$ cat src/rtl/ifetch_unit.sv
// Instruction fetch unit: holds the PC, issues one fetch per instruction over a
// req/ack handshake and resolves the next PC from jump/branch decodes on advance.
module ifetch_unit (
    input  logic        clock,
    input  logic        reset,
    input  logic [31:0] Addr_Result,
    input  logic [31:0] Read_data_1,
    input  logic        Zero,
    input  logic        Branch,
    input  logic        nBranch,
    input  logic        Jmp,
    input  logic        Jal,
    input  logic        Jr,
    output logic [31:0] imem_addr,
    output logic        imem_req,
    input  logic [31:0] imem_rdata,
    input  logic        imem_ack,
    input  logic        advance,
    output logic [31:0] Instruction,
    output logic [31:0] PC_plus_4,
    output logic [31:0] link_addr,
    output logic        inst_valid
);

    typedef enum logic [0:0] {
        ST_REQ   = 1'b0,
        ST_VALID = 1'b1
    } state_t;

    state_t      state_q, state_d;
    logic [31:0] pc_q, pc_d;
    logic [31:0] instr_q, instr_d;
    logic [31:0] link_q, link_d;
    logic [31:0] next_pc_s;
    logic        br_taken_s;

    // Next-PC selection; jr outranks j/jal, which outrank conditional branches
    always_comb begin
        next_pc_s  = PC_plus_4;
        br_taken_s = (Branch & Zero) | (nBranch & ~Zero);
        if (Jr) begin
            next_pc_s = {Read_data_1[31:2], 2'b00};
        end else if (Jmp | Jal) begin
            next_pc_s = {PC_plus_4[31:28], instr_q[25:0], 2'b00};
        end else if (br_taken_s) begin
            next_pc_s = {Addr_Result[29:0], 2'b00};
        end else begin
            next_pc_s = PC_plus_4;
        end
    end

    // Fetch handshake FSM and architectural register updates
    always_comb begin
        state_d = state_q;
        pc_d    = pc_q;
        instr_d = instr_q;
        link_d  = link_q;
        case (state_q)
            ST_REQ: begin
                if (imem_ack) begin
                    instr_d = imem_rdata;
                    state_d = ST_VALID;
                end else begin
                    state_d = ST_REQ;
                end
            end
            ST_VALID: begin
                if (advance) begin
                    pc_d    = next_pc_s;
                    state_d = ST_REQ;
                    // jr+jal still records the return address
                    if (Jal) begin
                        link_d = PC_plus_4;
                    end else begin
                        link_d = link_q;
                    end
                end else begin
                    state_d = ST_VALID;
                end
            end
            default: begin
                state_d = ST_REQ;
            end
        endcase
    end

    // State and datapath registers
    always_ff @(posedge clock or posedge reset) begin
        if (reset) begin
            state_q <= ST_REQ;
            pc_q    <= 32'h0000_0000;
            instr_q <= 32'h0000_0000;
            link_q  <= 32'h0000_0000;
        end else begin
            state_q <= state_d;
            pc_q    <= pc_d;
            instr_q <= instr_d;
            link_q  <= link_d;
        end
    end

    assign PC_plus_4   = pc_q + 32'd4;
    assign imem_addr   = pc_q;
    assign imem_req    = (state_q == ST_REQ);
    assign inst_valid  = (state_q == ST_VALID);
    assign Instruction = instr_q;
    assign link_addr   = link_q;

endmodule
$ cat config.mk
export PLATFORM = sky130hd
export DESIGN_NAME = ifetch_unit
export DESIGN_NICKNAME = d
export VERILOG_FILES = /design/src/rtl/ifetch_unit.sv
export SDC_FILE = /design/constraint.sdc
export NUM_CORES = 1
export LEC_CHECK = 0
export CAP_MARGIN = 30
export CORE_MARGIN = 2
export CORE_UTILIZATION = 45
export DETAILED_ROUTE_END_ITERATION = 6
export PLACE_DENSITY_LB_ADDON = 0.15
export SYNTH_ARGS = -nofsm -noshare
export SYNTH_HDL_FRONTEND = slang
export SYNTH_SLANG_ARGS = --single-unit
$ cat constraint.sdc
create_clock -name clock -period 6 [get_ports clock]
set_input_delay 0.6 -clock clock [delete_from_list [all_inputs] [get_ports clock]]
set_output_delay 0.6 -clock clock [all_outputs]
set_load 0.05 [all_outputs]
==> flow_summary.json <==
{
  "synthArstFlopShare_pct": 100,
  "cts_buffers": 9,
  "relSlewSlack_pct": 35.8,
  "clock_path_buffers": 2,
  "area_growth_syn_to_layout_pct": 50.8,
  "p_leak_nw": 3.17,
  "r2r_start": "imem_addr[2]$_DFFE_PP0P_",
  "core_um2": 11300,
  "path_clk_slew_ps": 60,
  "end_kind": "primary output",
  "ys_seq_area_share_pct": 45.1,
  "dieArea_um2": 12300,
  "grt_max_degree": 61,
  "max_clock_freq_mhz": 254,
  "r2r_setup_slack_ps": 3600,
  "min_path_cells": 2,
  "ys_seq_elements": 93,
  "postCtsSetupRepairBufs": 0,
  "finalSetupViolCount": 0,
  "cts_tree": "yes",
  "ys_types": 57,
  "drtIter0Drc": 325,
  "critical_path_arrival_ps": 3340,
  "drv_slew": 0,
  "drtPass1Iterations": 5,
  "die_height_um": 111,
  "setup-tns-final_ps": 0,
  "crit_path_start": "imem_addr[2]$_DFFE_PP0P_",
  "r2r-end": "link_addr[16]$_DFFE_PP0P_",
  "cts_resized": 0,
  "syn_inst": 518,
  "worst_ir_drop_vdd_uv": 317,
  "rows": 39,
  "post-route-min-period_ps": 3940,
  "total_power_w": 0.00363,
  "fin_nets": 838,
  "slowest_delay_ps": 890,
  "synthFlopType": "dfrtp_1",
  "drt-total-wl_mm": 17.3,
  "track_usage_pct": 27.6,
  "avgSynthCellArea_um2": 9.95,
  "hold_buffers": 0,
  "portBuffers": 225,
  "globalplace.congestion": 0.917,
  "clock_sink_count": 93,
  "postRouteAntennaNets": 0,
  "crit_path_end": "PC_plus_4[16]",
  "drive_above_1_share_pct": 12.8,
  "antenna_found_initial": 0,
  "die_x_um": 111,
  "required_ps": 5400,
  "vias": 5025,
  "start_util_pct": 45.5,
  "clk_latency_ps": 340,
  "wl_per_cell_um": 19.7,
  "crit_slowest_cell": "clkdlybuf4s50_1",
  "clockRootBuffer": "clkbuf_16",
  "hold_path_class": "reg -> reg",
  "grt-ovfl-total": 0,
  "syn_area_um2": 5150,
  "rsz0062_at_grt": "false",
  "fin_crit_sh_pct": 65.6,
  "worst_pin_slew_ps": 959,
  "p_per_area_nw_per_um2": 467,
  "cap_violations": 0,
  "ys_warn_count": 0,
  "via_per_inst": 5.72,
  "r2r_cells": 6,
  "path_cells": "ha_1, nand3_2, or4_4, nor2_1, xor2_1, clkdlybuf4s50_1",
  "worstSetupPathType": "reg -> out",
  "utilization_pct": 68.7,
  "grt_pass1_vias": 4873,
  "status": "finished clean",
  "path_max_fanout": 8,
  "clock_skew_ps": 6.41,
  "hpwl_mm": 13.1,
  "drc": 0,
  "antennaDiodeCount": 0,
  "ioPinCount": 236,
  "synth_edf_count": 0,
  "fill_cells": 944,
  "hold_violations": 0,
  "cts_max_level": 3,
  "crit_path_start_kind": "register",
  "grt_pass1_wl_mm": 26.8
}
cell usage in the layout, fill, tap and decap left out, types with 13 or more instances in the layout:
cell type          n
o21ai_0           37
a21oi_1           35
nand2_1           49
nor2_1            27
xor2_1            13
dfrtp_1           93
clkdlybuf4s50_1  225
xnor2_1           14
mux2_2            53
nand3_1           15
inv_1             16
worst max-delay path: cells and delay by family, from the launching register on:
kind                     cells  cell delay (ps)
buffers and inverters        1              890
AND/OR/NAND/NOR              3              940
adder cells (fa/ha/maj)      1              260
flip-flops                   1              520
XOR/XNOR                     1              390
kinds of logic (layout without fill, tap and decap cells):
logic type / after synthesis / after routing / share of synthesized area (%)
XOR/XNOR: 28 / 28 / 4.90
AO/OA/AOI/OAI: 125 / 125 / 15.8
other: 1 / 6 / 0.0727
AND/OR/NAND/NOR: 160 / 160 / 17.4
adder cells (fa/ha/maj): 1 / 1 / 0.243
multiplexers: 56 / 56 / 12.2
flip-flops: 93 / 93 / 45.1
buffers and inverters: 54 / 266 / 4.37
flip-flops by register name, indices dropped and copies added, names as in the netlist:
name / count
Instruction: 32
imem_addr: 30
inst_valid: 1
link_addr: 30
Yosys cell counts, types with 2 or more instances:
| master | instances | area, um2 |
|---|---|---|
| xor2_1 | 13 | 114 |
| nand4_1 | 6 | 37.5 |
| a221oi_1 | 4 | 35.0 |
| nand3_2 | 2 | 20.0 |
| or4_4 | 3 | 33.8 |
| o2bb2ai_1 | 4 | 35.0 |
| nand3_1 | 15 | 75.1 |
| a21oi_1 | 35 | 175 |
| a2bb2oi_1 | 2 | 17.5 |
| or3_1 | 5 | 31.3 |
| nand2_1 | 49 | 184 |
| nor2_1 | 27 | 101 |
| and3_1 | 11 | 68.8 |
| and4_1 | 5 | 43.8 |
| and2_1 | 2 | 12.5 |
| clkbuf_1 | 29 | 109 |
| o21ai_0 | 37 | 185 |
| inv_1 | 17 | 63.8 |
| mux2_2 | 53 | 597 |
| o31ai_1 | 5 | 37.5 |
| o311ai_0 | 2 | 17.5 |
| nor4_4 | 3 | 63.8 |
| a31o_2 | 4 | 35.0 |
| a32o_1 | 5 | 50.1 |
| dfrtp_1 | 93 | 2330 |
| buf_4 | 6 | 45.0 |
| a21o_1 | 2 | 15.0 |
| or3_4 | 2 | 22.5 |
| xnor2_1 | 14 | 123 |
| mux2i_1 | 3 | 30.0 |
| nor4_1 | 4 | 25.0 |
| nand2b_1 | 10 | 62.6 |
| a221o_1 | 7 | 70.1 |
| a211oi_1 | 7 | 52.6 |
| nor3_1 | 9 | 45.0 |
| a31oi_1 | 2 | 12.5 |
power by group:
group	internal (W)	total, W	switching, W	leakage [nW]
logic	0.000716	0.00208	0.00136	1.94
clock network	0.000289	0.000523	0.000234	0.129
registers	0.000828	0.00103	0.000204	1.10
area by class of cell:
cell class                 instances  area (um2)  area share, %
sequential                        93        2330           29.9
clock inverter                     2        10.0          0.129
multi-input combinational        376        2620           33.8
timing repair buffer             233        2310           29.7
clock buffer                      13         250           3.22
tap                              143         179           2.30
inverter                          18        70.1          0.901
through the flow:
step	instances	hold WS, ps	instance area [um2]	setup WS, ps
6_report	878	480	7770	2060
5_1_grt	878	491	7770	1930
4_1_cts	878	483	7770	2120
3_5_place_dp	863	469	7510	2490
3_3_place_gp	863	463	7510	2560
2_1_floorplan	523	700	5170	2650
worst min-delay path by stage:
| stage | endpoint | startpoint | slack (ps) |
|---|---|---|---|
| 3_5_place_dp | link_addr[13]$_DFFE_PP0P_ | link_addr[13]$_DFFE_PP0P_ | 470 |
| 4_1_cts | link_addr[13]$_DFFE_PP0P_ | link_addr[13]$_DFFE_PP0P_ | 480 |
| 5_1_grt | link_addr[13]$_DFFE_PP0P_ | link_addr[13]$_DFFE_PP0P_ | 490 |
| 6_report | link_addr[13]$_DFFE_PP0P_ | link_addr[13]$_DFFE_PP0P_ | 480 |
| 2_1_floorplan | inst_valid$_DFF_PP0_ | advance | 700 |
| 3_3_place_gp | link_addr[6]$_DFFE_PP0P_ | link_addr[6]$_DFFE_PP0P_ | 460 |
per-layer routing:
| layer | routed length, um | vias to the layer above | track usage, % |
|---|---|---|---|
| met5 | 0 | - | 0 |
| met4 | 474 | 0 | 10.2 |
| met3 | 1460 | 35 | 6.23 |
| met2 | 7880 | 263 | 43.1 |
| met1 | 7460 | 2429 | 37.9 |
| li1 | - | 2298 | - |
Power figures use the tool's default switching activity.
